==> config.mk <==
export PLATFORM = sky130hd
export DESIGN_NAME = challenge_auth_flat
export DESIGN_NICKNAME = d
export VERILOG_FILES = /design/src/rtl/auth_pkg.sv /design/src/rtl/challenge_auth_if.sv /design/src/rtl/auth_timeout.sv /design/src/rtl/challenge_auth.sv /design/src/flat_wrapper.sv
export SDC_FILE = /design/constraint.sdc
export NUM_CORES = 1
export LEC_CHECK = 0
export CORE_ASPECT_RATIO = 1.5
export CORE_MARGIN = 2
export CORE_UTILIZATION = 30
export DETAILED_ROUTE_END_ITERATION = 10
export SLEW_MARGIN = 25
export SYNTH_ARGS = -nofsm -noshare
export SYNTH_HDL_FRONTEND = slang
export SYNTH_SLANG_ARGS = --single-unit
==> constraint.sdc <==
create_clock -name clk -period 2.8 [get_ports clk]
set_clock_uncertainty 0.15 [all_clocks]
set_input_delay 0.42 -clock clk [delete_from_list [all_inputs] [get_ports clk]]
set_output_delay 0.42 -clock clk [all_outputs]
set_load 0.05 [all_outputs]
==> src/rtl/auth_pkg.sv <==
// auth_pkg
// Shared types and constants for the challenge_auth sequencer.
//   state_t        : sequencer state encoding
//   DEFAULT_KEY    : shared secret XORed with the challenge
//   BYTE_W/WORD_W  : UART byte width and challenge word width
//   expected_resp  : response the remote side must return for a challenge
package auth_pkg;

  localparam int BYTE_W = 8;
  localparam int WORD_W = 16;

  localparam logic [WORD_W-1:0] DEFAULT_KEY = 16'h5A3C;

  typedef enum logic [3:0] {
    IDLE,
    ROLL,
    LATCH,
    TX_HI,
    TX_LO,
    RX_HI,
    RX_LO,
    CHECK,
    PASS,
    FAIL
  } state_t;

  function automatic logic [WORD_W-1:0] expected_resp(
    input logic [WORD_W-1:0] challenge,
    input logic [WORD_W-1:0] key
  );
    return challenge ^ key;
  endfunction

endpackage

==> src/rtl/challenge_auth_if.sv <==
// challenge_auth_if
// Groups the LFSR step/word pair and the UART TX/RX byte paths used by the
// authentication sequencer.
//   lfsr_enable : sequencer -> LFSR, one-cycle step strobe
//   random      : LFSR -> sequencer, current 16-bit word
//   tx_data/tx_valid/tx_ready : byte stream to the UART transmitter
//   rx_data/rx_valid          : byte strobe from the UART receiver
// Modports:
//   master : the sequencer side
//   slave  : the LFSR/UART side
interface challenge_auth_if;
  import auth_pkg::*;

  logic                lfsr_enable;
  logic [WORD_W-1:0]   random;
  logic [BYTE_W-1:0]   tx_data;
  logic                tx_valid;
  logic                tx_ready;
  logic [BYTE_W-1:0]   rx_data;
  logic                rx_valid;

  modport master (
    output lfsr_enable,
    input  random,
    output tx_data,
    output tx_valid,
    input  tx_ready,
    input  rx_data,
    input  rx_valid
  );

  modport slave (
    input  lfsr_enable,
    output random,
    input  tx_data,
    input  tx_valid,
    output tx_ready,
    output rx_data,
    output rx_valid
  );

endinterface

==> src/rtl/auth_timeout.sv <==
// auth_timeout
// Response-window timer. A clear loads TIMEOUT_CYCLES-1; the count then
// decrements once per enabled cycle and holds at zero. expired is high while
// enabled with the count at zero, i.e. on the TIMEOUT_CYCLES-th enabled cycle
// after the clear.
// Ports:
//   clk, rst : clock, async active-high reset
//   clear    : reload the window (takes priority over enable)
//   enable   : count this cycle
//   expired  : window used up
module auth_timeout #(
  parameter int TIMEOUT_CYCLES = 12_000_000
) (
  input  logic clk,
  input  logic rst,
  input  logic clear,
  input  logic enable,
  output logic expired
);

  localparam int CW = (TIMEOUT_CYCLES > 2) ? $clog2(TIMEOUT_CYCLES) : 1;
  localparam logic [CW-1:0] LOAD = CW'(TIMEOUT_CYCLES - 1);

  logic [CW-1:0] count;

  always_ff @(posedge clk or posedge rst) begin
    if (rst) begin
      count <= '0;
    end else if (clear) begin
      count <= LOAD;
    end else if (enable && (count != '0)) begin
      count <= count - 1'b1;
    end
  end

  assign expired = enable && (count == '0);

endmodule

==> src/rtl/challenge_auth.sv <==
// challenge_auth
// Challenge-response authentication sequencer. On start it steps the LFSR,
// latches the new word as the challenge, sends it high byte first over the
// UART TX path, collects a two-byte response and compares it against
// challenge ^ KEY. The result drives the authorized level.
//
// Build option: define CHALLENGE_AUTH_LOCKOUT_EN to count consecutive
// failures and lock out further starts after MAX_FAILS of them (until rst).
//
// Ports:
//   clk, rst    : clock, async active-high reset
//   start       : one-cycle request, honoured only in IDLE and when unlocked
//   bus         : LFSR + UART signals (challenge_auth_if.master)
//   busy        : sequencer not in IDLE
//   auth_pass   : one-cycle pulse on matching response
//   auth_fail   : one-cycle pulse on mismatch or timeout
//   authorized  : set on pass, cleared on fail or a new start
//   locked      : lockout level (constant 0 without the lockout build)
//
// state | meaning
// IDLE  | waiting for start
// ROLL  | lfsr_enable strobe
// LATCH | capture post-step LFSR word as challenge
// TX_HI | offer challenge[15:8]
// TX_LO | offer challenge[7:0]
// RX_HI | wait for response high byte (timed)
// RX_LO | wait for response low byte (timed)
// CHECK | compare response with challenge ^ KEY
// PASS  | auth_pass pulse
// FAIL  | auth_fail pulse
module challenge_auth
  import auth_pkg::*;
#(
  parameter logic [WORD_W-1:0] KEY            = DEFAULT_KEY,
  parameter int                TIMEOUT_CYCLES = 12_000_000,
  parameter int                MAX_FAILS      = 3
) (
  input  logic             clk,
  input  logic             rst,
  input  logic             start,
  challenge_auth_if.master bus,
  output logic             busy,
  output logic             auth_pass,
  output logic             auth_fail,
  output logic             authorized,
  output logic             locked
);

  if (TIMEOUT_CYCLES < 2 || MAX_FAILS < 1) begin : g_param_check
    $error("challenge_auth: TIMEOUT_CYCLES must be >= 2 and MAX_FAILS >= 1");
  end

  state_t            state;
  logic [WORD_W-1:0] challenge;
  logic [WORD_W-1:0] resp;

  logic tx_fire;
  logic tmo_clear;
  logic tmo_en;
  logic tmo_expired;
  logic resp_ok;
  logic go_fail;

  assign tx_fire   = bus.tx_valid && bus.tx_ready;
  assign tmo_clear = (state == TX_LO) && tx_fire;
  assign tmo_en    = (state == RX_HI) || (state == RX_LO);
  assign resp_ok   = (resp == expected_resp(challenge, KEY));

  // A byte arriving on the expiring cycle only rescues the low byte; in
  // RX_HI the timeout wins.
  assign go_fail = ((state == RX_HI) && tmo_expired) ||
                   ((state == RX_LO) && !bus.rx_valid && tmo_expired) ||
                   ((state == CHECK) && !resp_ok);

  auth_timeout #(
    .TIMEOUT_CYCLES(TIMEOUT_CYCLES)
  ) u_timeout (
    .clk    (clk),
    .rst    (rst),
    .clear  (tmo_clear),
    .enable (tmo_en),
    .expired(tmo_expired)
  );

`ifdef CHALLENGE_AUTH_LOCKOUT_EN
  localparam int FW = $clog2(MAX_FAILS + 1);
  localparam logic [FW-1:0] FAIL_MAX = FW'(MAX_FAILS);

  logic [FW-1:0] fail_cnt;
  logic [FW-1:0] fail_cnt_inc;

  assign fail_cnt_inc = (fail_cnt == FAIL_MAX) ? fail_cnt : fail_cnt + 1'b1;
`else
  assign locked = 1'b0;
`endif

  always_ff @(posedge clk or posedge rst) begin
    if (rst) begin
      state           <= IDLE;
      challenge       <= '0;
      resp            <= '0;
      busy            <= 1'b0;
      auth_pass       <= 1'b0;
      auth_fail       <= 1'b0;
      authorized      <= 1'b0;
      bus.lfsr_enable <= 1'b0;
      bus.tx_valid    <= 1'b0;
      bus.tx_data     <= '0;
`ifdef CHALLENGE_AUTH_LOCKOUT_EN
      fail_cnt        <= '0;
      locked          <= 1'b0;
`endif
    end else begin
      bus.lfsr_enable <= 1'b0;
      auth_pass       <= 1'b0;
      auth_fail       <= 1'b0;

      case (state)
        IDLE: begin
          if (start && !locked) begin
            state           <= ROLL;
            busy            <= 1'b1;
            authorized      <= 1'b0;
            bus.lfsr_enable <= 1'b1;
          end
        end
        ROLL: begin
          state <= LATCH;
        end
        LATCH: begin
          challenge    <= bus.random;
          bus.tx_data  <= bus.random[WORD_W-1:BYTE_W];
          bus.tx_valid <= 1'b1;
          state        <= TX_HI;
        end
        TX_HI: begin
          if (tx_fire) begin
            bus.tx_data <= challenge[BYTE_W-1:0];
            state       <= TX_LO;
          end
        end
        TX_LO: begin
          if (tx_fire) begin
            bus.tx_valid <= 1'b0;
            bus.tx_data  <= '0;
            state        <= RX_HI;
          end
        end
        RX_HI: begin
          if (tmo_expired) begin
            state <= FAIL;
          end else if (bus.rx_valid) begin
            resp[WORD_W-1:BYTE_W] <= bus.rx_data;
            state                 <= RX_LO;
          end
        end
        RX_LO: begin
          if (bus.rx_valid) begin
            resp[BYTE_W-1:0] <= bus.rx_data;
            state            <= CHECK;
          end else if (tmo_expired) begin
            state <= FAIL;
          end
        end
        CHECK: begin
          if (resp_ok) begin
            state      <= PASS;
            auth_pass  <= 1'b1;
            authorized <= 1'b1;
`ifdef CHALLENGE_AUTH_LOCKOUT_EN
            fail_cnt   <= '0;
`endif
          end else begin
            state <= FAIL;
          end
        end
        PASS, FAIL: begin
          state <= IDLE;
          busy  <= 1'b0;
        end
        default: begin
          state        <= IDLE;
          busy         <= 1'b0;
          bus.tx_valid <= 1'b0;
        end
      endcase

      // Common entry actions for FAIL; locked rises with this auth_fail.
      if (go_fail) begin
        auth_fail  <= 1'b1;
        authorized <= 1'b0;
`ifdef CHALLENGE_AUTH_LOCKOUT_EN
        fail_cnt   <= fail_cnt_inc;
        if (fail_cnt_inc == FAIL_MAX) begin
          locked <= 1'b1;
        end
`endif
      end
    end
  end

endmodule

==> src/flat_wrapper.sv <==
// flat-port wrapper written by rule: the top's interface ports become plain ports
module challenge_auth_flat import auth_pkg::*;
#(
  parameter logic [WORD_W-1:0] KEY            = DEFAULT_KEY,
  parameter int                TIMEOUT_CYCLES = 12_000_000,
  parameter int                MAX_FAILS      = 3
)
  (clk, rst, start, busy, auth_pass, auth_fail, authorized, locked, bus_lfsr_enable, bus_random, bus_tx_data, bus_tx_valid, bus_tx_ready, bus_rx_data, bus_rx_valid);
  challenge_auth_if bus_i ();
  input  logic clk;
  input  logic rst;
  input  logic start;
  output logic busy;
  output logic auth_pass;
  output logic auth_fail;
  output logic authorized;
  output logic locked;
  output wire logic [$bits(bus_i.lfsr_enable)-1:0] bus_lfsr_enable;
  input wire logic [$bits(bus_i.random)-1:0] bus_random;
  output wire logic [$bits(bus_i.tx_data)-1:0] bus_tx_data;
  output wire logic [$bits(bus_i.tx_valid)-1:0] bus_tx_valid;
  input wire logic [$bits(bus_i.tx_ready)-1:0] bus_tx_ready;
  input wire logic [$bits(bus_i.rx_data)-1:0] bus_rx_data;
  input wire logic [$bits(bus_i.rx_valid)-1:0] bus_rx_valid;
  assign bus_lfsr_enable = bus_i.lfsr_enable;
  assign bus_i.random = bus_random;
  assign bus_tx_data = bus_i.tx_data;
  assign bus_tx_valid = bus_i.tx_valid;
  assign bus_i.tx_ready = bus_tx_ready;
  assign bus_i.rx_data = bus_rx_data;
  assign bus_i.rx_valid = bus_rx_valid;
  challenge_auth #(.KEY(KEY), .TIMEOUT_CYCLES(TIMEOUT_CYCLES), .MAX_FAILS(MAX_FAILS)) u_core (.clk(clk), .rst(rst), .start(start), .bus(bus_i), .busy(busy), .auth_pass(auth_pass), .auth_fail(auth_fail), .authorized(authorized), .locked(locked));
endmodule
==> impl_results.md <==
- Status: complete, no violations
- First drt pass iteration count: 4
- Setup bufs post-CTS: 0
- Register area share after synthesis: 0.501
- Clk pwr share: 0.255
- Max Clock Freq: 372 MHz
- GP Congestion: 0.775
- GRT Resource Usage Total: 0.147
- Crit end category: flop
- Worst Hold End: u_core.busy
- Worst-path fanout max: 7
- Arr. time, crit path: 2.77 ns
- Syn Std Cell Area: 3700 sq um
- Avg WL per Cell: 16.1 um
- Synth area leader: dfrtp_1
- DR vias/cell: 5.22
- Largest net degree at the start of global routing: 26
- Met3 usage: 0.0290
- # IOs: 44
- Clock sinks: 74
- Met2 Track Usage GR: 0.260
- Lkg Pwr: 1.81 nW
- Sequential Power Share: 0.364
- Core area: 12000 sq um
- Root Buffer: clkbuf_16
- Reg clk slew, reported paths: 0.06 ns
- Drc violations: 0
- Top_reg_cell synth: dfrtp_1
- WP data required: 2.88 ns
- Die W: 94.7 um
- 1st-iter DRT viols: 129
- FF+latch count, synth: 74
- CTS tree: yes
- Gate power share: 0.382
- Hold Crit Depth: 1
- First-pass GRT wire length: 15.2 mm
- Worst Max-Slew Pin Slew: 0.623 ns
- Post-synth ARST share: 1.00
- Reg2reg path depth: 5
- Unique cell type count in the Yosys netlist: 47
- Area of the die: 13300 sq um
- Mapped Nets: 379
- Total number of vias: 2916
- Final Cell Area: 4720 sq um
- Hold Path Origin: u_core.busy
- Grt peak-use layer: met2
- # hold bufs at CTS: 0
- Resized Gates After CTS: 0
- Synth Area per Inst: 10.6 sq um
- Final cycle utilization of the critical path: 0.960
- Worst-case clock buffer depth: 2
- Max cap viols: 0
- Int Pwr: 0.00310 W
- Final WL: 9.00 mm
- Worst vdd ir: 738 uV
- Cell-by-cell trace of the critical path: or2_2 > or4_1 > or3_1 > a21oi_1 > mux2_2
- DP HPWL: 6.51 mm
- Antenna violations before repair: 0
- Vias in the first global route: 3112
- H-tree depth: 3
- Buf+Inv Stages, Crit Path: 0
- Starting Density: 0.308
- R2r startpoint: u_core.u_timeout.count[12]
- Number of enable flip-flop cells after synthesis: 0
- HP Class: reg2reg
- Setup TNS: 0 ns
- Count of endpoints failing setup in the final report: 0
- Delay-heaviest family, CP: simple AND/OR/NAND/NOR gates
- Crit path kind: reg2reg
- Ratio of cells with drive above 1 in the final layout: 0.185
- Worst path slowest cell: or4_1
- Reg2reg setup slack: 0.11 ns
- Number of port buffers: 42
- Met1 Use GR: 0.164
- RSZ-0062 raised after global routing: false
- Switch Pwr: 0.00177 W
- Min Tclk post-route: 2.69 ns
- Placed cell areas: 4400 sq um
- Max Slew Vio Count: 0
- Skew-Pair Late Insertion Delay: 0.34 ns
- Pwr Total: 0.00488 W
- Startpoint Class: flop
- Worst R2R End: u_core.state[2]
- Final ANT Viol Nets: 0
- Die Y: 140 um
- Total grt overflow: 0
- Cells after Synth: 348
- Fin nets: 432
- Share of the synthesized area in the top cell type: 0.501
- CP peak stage delay: 0.64 ns
- Switching Fraction: 0.364
- Layout area overhead: 27.7%
- Synth top area cells: dfrtp_1, mux2_2, or4_1
- Final hold vios: 0
- Num rows: 49
- Max_slew headroom: 0.584
- Synth warn: 0
- Ant. Diodes: 0
- Pwr Density: 1030 nW/um^2
- CTS Buf Count: 9
## synthesized netlist by cell type (all sizes together), types with 4 or more instances
library cell / count
inv: 9
nand2b: 10
a22oi: 8
buf: 7
mux2: 33
xnor2: 8
nand4: 5
or4: 17
nor4: 10
o21ai: 19
xor2: 10
a211oi: 4
clkbuf: 12
dfrtp: 74
a21oi: 8
o31ai: 14
nand3: 20
or3: 11
nor3: 6
nand2: 17
nor2: 13
## per-stage QoR
step / cells / setup slack (ns) / hold slack (ns) / utilization
floorplan: 348 / 0.295 / 0.349 / -
global placement: 543 / 0.168 / 0.318 / 0.366
detailed placement: 543 / 0.121 / 0.324 / 0.366
CTS: 559 / 0.111 / 0.342 / 0.393
global route: 559 / 0.0224 / 0.363 / 0.393
finish: 559 / 0.113 / 0.334 / 0.393
## how the worst max path moves through the flow
stage,from,to,cells past startpoint
after floorplan,u_core.u_timeout.count[12],u_core.state[2],6
after global placement,u_core.u_timeout.count[12],u_core.state[2],5
after detailed placement,u_core.u_timeout.count[12],u_core.state[2],5
after CTS,u_core.u_timeout.count[12],u_core.state[2],5
after global routing,u_core.u_timeout.count[12],u_core.state[2],5
final,u_core.u_timeout.count[12],u_core.state[2],5
## registers in the layout, indices dropped and copies added, names as in the netlist, 4 cells and up
| name | flops |
|---|---|
| u_core.resp | 16 |
| u_core.state | 4 |
| u_core.bus.tx_data | 8 |
| u_core.challenge | 16 |
| u_core.u_timeout.count | 24 |
## power groups by stage
stage | Sequential, W | Clock (W) | Combinational [W]
after global routing | 0.00182 | 0.00132 | 0.00204
after floorplan | 0.00195 | 0 | 0.00111
after global placement | 0.00177 | 0 | 0.00184
after CTS | 0.00177 | 0.00127 | 0.00189
after detailed placement | 0.00179 | 0 | 0.00188
final | 0.00177 | 0.00124 | 0.00186
## cell families after synthesis
| kind of cell | Yosys count | synth area share |
|---|---|---|
| other cells | 1 | 0.00101 |
| mux | 36 | 0.109 |
| fa+ha+maj | 2 | 0.00676 |
| simple gates | 123 | 0.191 |
| flops | 74 | 0.501 |
| xor+xnor | 18 | 0.0426 |
| buf+inv | 28 | 0.0311 |
| compound gates | 66 | 0.118 |
## routing by layer
layer,vias to the layer above,part of all wire
met3,17,0.040
met2,75,0.54
met4,0,0.024
met1,1432,0.40
met5,-,0
li1,1392,-
## cell type report
type / instances / area (sq um)
Multi-Input combinational cell: 246 / 1740
Tap cell: 153 / 191
Fill cell: 1206 / 7290
Sequential cell: 74 / 1850
Clock inverter: 6 / 91.3
Clock buffer: 10 / 229
Inverter: 9 / 33.8
Timing Repair Buffer: 61 / 588
## layout by cell type, fill, tap and decap left out, types with 3 or more instances in the layout
master / Yosys / routed
nor2_1: 13 / 13
nand2b_1: 10 / 10
a21o_1: 3 / 3
o21ai_0: 18 / 18
nand2_1: 17 / 17
buf_4: 1 / 17
a211oi_1: 4 / 4
clkinvlp_4: 0 / 3
or3_1: 11 / 11
mux2i_1: 3 / 3
dfrtp_1: 74 / 74
xnor2_1: 8 / 8
nor3_1: 5 / 4
clkdlybuf4s50_1: 0 / 42
inv_1: 9 / 8
clkbuf_16: 0 / 9
xor2_1: 10 / 10
nor4_1: 9 / 9
o31ai_1: 14 / 14
a21oi_1: 8 / 8
nand4_1: 5 / 5
nand3_1: 20 / 20
and2_1: 3 / 3
or4_1: 17 / 17
mux2_2: 33 / 33
or2_2: 3 / 3
a22oi_1: 8 / 8
No activity file was read; power rests on OpenSTA's default activity.
==> RTL edit 1: new RTL, same flow settings <==
Encoding of `state_t`: now one-hot (10 bits for 10 states).
--- a/src/rtl/auth_pkg.sv
+++ b/src/rtl/auth_pkg.sv
@@ -13,13 +13,13 @@
 
-  typedef enum logic [3:0] {
-    IDLE,
-    ROLL,
-    LATCH,
-    TX_HI,
-    TX_LO,
-    RX_HI,
-    RX_LO,
-    CHECK,
-    PASS,
-    FAIL
+  typedef enum logic [9:0] {
+    IDLE  = 10'b0000000001,
+    ROLL  = 10'b0000000010,
+    LATCH = 10'b0000000100,
+    TX_HI = 10'b0000001000,
+    TX_LO = 10'b0000010000,
+    RX_HI = 10'b0000100000,
+    RX_LO = 10'b0001000000,
+    CHECK = 10'b0010000000,
+    PASS  = 10'b0100000000,
+    FAIL  = 10'b1000000000
   } state_t;
Function: no difference found for any inputs over 10 cycles, from zero or initial values and one cycle with rst high; not proved beyond that.
==> RTL edit 1 against the original RTL <==
Global-route usage is 0.21 points lower. Routed wire length rose by 9.0%. Worst setup slack better by 93 ps. Sequential cell count increased by 6. Synthesized area grew 8.1%. Critical endpoint is now u_core.resp[13]. Power is 14% lower. Non-clock buffer count decreased by 3. Utilization down 1.1 points. Design area increased by 5.2%.
==> RTL edit 1: results (changes against the original RTL) <==
status=completed; FFs & Latches=80 (+8.1%); crit-path max FO=8 (+1); met2 Usage GRT=27.2% (+1.2 points); Final clock-cell share=6.07% (-0.72 points); worst r2r src=u_core.state[1]; R2R setup slack=210 ps (+90 ps); Data buffer area share=11.1% (-1.3 points); via count=3,119 (+7.0%); wl on met1=3730 um (+3.9%); pin count of the biggest net entering global routing=43 (+65%); worst-case reg-to-reg path depth=4 (-1); comb_multi_in=267 (+8.5%); DP HPWL=7440 um (+14%); Adder-Cell Fraction of Synth Area=0.626% (-0.051 points); WP data arrival=2660 ps (-110 ps); DR WL/cell=16.7 um (+3.6%); Detailed Route WL=9810 um (+9.0%); Lkg Pwr=2.01 nW (+11%); mean area per synthesized cell=10.8 um^2 (+1.9%); multi-input combinational area share=37.9% (+1.1 points); Cell variety after synth=56 (+19%); multiplexer share of the synthesized area=9.51% (-1.3 points); Non-clk bufs=58 (-4.9%); pin slew with the least headroom to its limit=956 ps (+334 ps); wire length on met2=5560 um (+15%); Non-clk invs=8 (-1); GRT Overall Usage=14.5% (-0.21 points); xor/xnor cell area share of the yosys netlist=4.82% (+0.56 points); VDD IR max=0.487 mV (-34%); met3 WL=396 um (+9.7%); Mapped Nets=400 (+5.5%); post-synthesis sequential area ratio=50.1% (about the same); GPL Wtd Cong=0.890 (+15%); antenna violations before repair=0 (unchanged); top cells by area, synth=dfrtp_1 (49%), mux2_2 (6.8%), or4_1 (2.8%), o21ai_0 (2.6%), xnor2_1 (2.4%); first-pass GRT wire length=16,600 um (+9.7%); class of the worst hold path=primary input to async pin; vias in the first global route=3,257 (+4.7%); Layout fillers=1,317 (+9.2%); most frequent cells after synthesis=dfrtp_1 (79), mux2_2 (24), nand2_1 (22); RR Endpoint=u_core.resp[13]; final worst hold slack=185 ps (-149 ps); # nets final=455 (+5.3%); register area=2000 um^2 (+8.2%); Worst-Skew Late Latency=340 ps (about the same); compound-cell area share of the yosys netlist=11.0% (-0.82 points); NetSw=1.47 mW (-17%); drt first-iter violations=211 (+64%); share of layout cells above drive strength 1=15.4% (-3.1 points); CLK BUF=9 (-1); Placed Instances=572 (+5.3%)
==> RTL edit 1: power groups by stage <==
stage | Combinational [mW] | Clock, mW | Sequential, mW
floorplan | 0.745 | 0 | 1.84
global placement | 1.32 | 0 | 1.65
detailed placement | 1.34 | 0 | 1.67
CTS | 1.35 | 1.22 | 1.65
global route | 1.46 | 1.26 | 1.69
finish | 1.33 | 1.20 | 1.64
==> RTL edit 1: through the flow <==
stage               worst slack, ps  utilization, %  cell area (um^2)
floorplan                       180               -              4000
global placement                288            35.9              4670
finish                          205            38.2              4970
global route                    110            38.2              4970
CTS                             207            38.2              4970
detailed placement              219            35.9              4670
==> RTL edit 1: worst max-delay path, stage by stage, from the launching register on <==
cell and delay [ps]:
dfrtp_1 450, or4_4 610, nor2_1 350, and4_1 540, mux2_1 370
==> RTL edit 2: new RTL, same settings <==
Made on the original files. Build with the macro `CHALLENGE_AUTH_LOCKOUT_EN` defined.
--- a/src/rtl/challenge_auth.sv
+++ b/src/rtl/challenge_auth.sv
@@ -30,2 +30,4 @@
 // FAIL  | auth_fail pulse
+`define CHALLENGE_AUTH_LOCKOUT_EN
+
 module challenge_auth
Formal check against the unedited RTL: no difference found for any inputs over 10 cycles, from zero or initial values and one cycle with rst high; that may be too few to reach the edited logic, so the function may still have changed.
==> RTL edit 2 against the original RTL <==
Sequential cell count rose by 3. Count of clock-buffer cells in the layout fell by 1. Design area rose by 2.3%. Clock power fell by 6%. Synthesized area rose by 3.7%. Worst setup slack improved by 82 ps. Power rose by 7.3%. Maximum frequency rose by 3.2%. Routed wire length rose by 3.0%. Non-clock buffer count fell by 2. Critical path type unchanged.
==> RTL edit 2: results (changes against the original RTL) <==
status=completed; routing usage on met3=3.55% (+0.64 points); share of layout cells above drive strength 1=17.0% (-1.4 points); # Post-CTS Setup Buffers=0 (unchanged); post-layout minimum cycle time=2610 ps (-82.4 ps); vias in the first global route=3,052 (-1.9%); DR WL/cell=16.3 um (+1.5%); class of the worst hold path=primary input to async pin; crit-path max FO=11 (+4); clock buffer count from CTS=9 (unchanged); final worst hold slack=253 ps (-81.0 ps); via count=2,927 (+0.38%); number of synthesis warnings=0 (unchanged); wire length on met2=4980 um (+3.2%); CP endpoint=u_core.u_timeout.count[13]; TritonCTS clock tree=built; Buffers on Ports=43 (+2.4%); ys flop type=dfrtp_1; pre-CTS setup slack=187 ps (+66.7 ps); Root Driver=clkbuf_16; post-synthesis sequential area ratio=50.2% (+0.18 points); first-pass GRT wire length=15,500 um (+2.2%); wl on met1=3740 um (+4.2%); GPL Wtd Cong=0.776 (+0.15%); top cells by area, synth=dfrtp_1 (50%), mux2_2 (7.0%), xnor2_1 (3.9%), nor2_1 (2.9%), xor2_1 (2.7%); GRT Overall Usage=14.7% (about the same); DP HPWL=6950 um (+6.7%); mean area per synthesized cell=10.9 um^2 (+2.5%); Mapped Nets=383 (+1.1%); average via count per standard cell=5.16 (-1.0%); drt first-iter violations=132 (+2.3%); slowest cell delay on critical path=approximately 630 ps; Placed Instances=551 (+1.5%); pin count of the biggest net entering global routing=60 (+130%); WP data arrival=2670 ps (-100 ps); relative slew slack=55.7% (-2.7 points); met3 WL=303 um (-16%); antenna violations before repair=0 (unchanged); crit path launch=u_core.u_timeout.count[19]; Critical Path Slowest Stage Cell=or4_1; worst r2r src=u_core.u_timeout.count[19]; VDD IR max=0.745 mV (+0.96%); most frequent cells after synthesis=dfrtp_1 (77), nor2_1 (30), mux2_2 (24); ANT cells=0 (unchanged); placed cell area=4530 um^2 (+2.8%); Top Metal Used=met4; FFs w/ async S/R, synth=100% (unchanged); Lkg Pwr=1.88 nW (+3.8%); met1 Track Usage GR=16.9% (+0.52 points); met2 Usage GRT=25.7% (-0.25 points); Cell variety after synth=57 (+21%); # nets final=437 (+1.2%)
[RTL edit 2: logic make-up (layout without fill, tap and decap cells)]
logic type / after synthesis / after routing / synth area share, %
AOI/OAI and AO/OA: 70 / 70 / 12.7
xor gates and xnor gates: 29 / 29 / 6.62
adders and majority gates: 2 / 2 / 0.652
buffers and inverters: 24 / 83 / 2.64
DFF: 77 / 77 / 50.2
muxes: 36 / 36 / 10.4
and+or+nand+nor: 114 / 114 / 16.7
[RTL edit 2: final cells by class]
type                    instances  area, um^2
repair buffers                 59         563
inverters                       8        30.0
fillers                      1236        7680
flip-flops and latches         77        1930
clock buffers                   9         225
multi-input cells             251        1820
clock inverters                 7        76.3
well taps                     156         195
[RTL edit 2: power breakdown]
part	total (mW)	internal [mW]	switching (mW)	leakage [nW]
combinational	2.13	0.959	1.17	0.859
clock	1.16	0.693	0.472	0.142
sequential	1.94	1.55	0.389	0.878
total	5.23	3.20	2.03	1.88
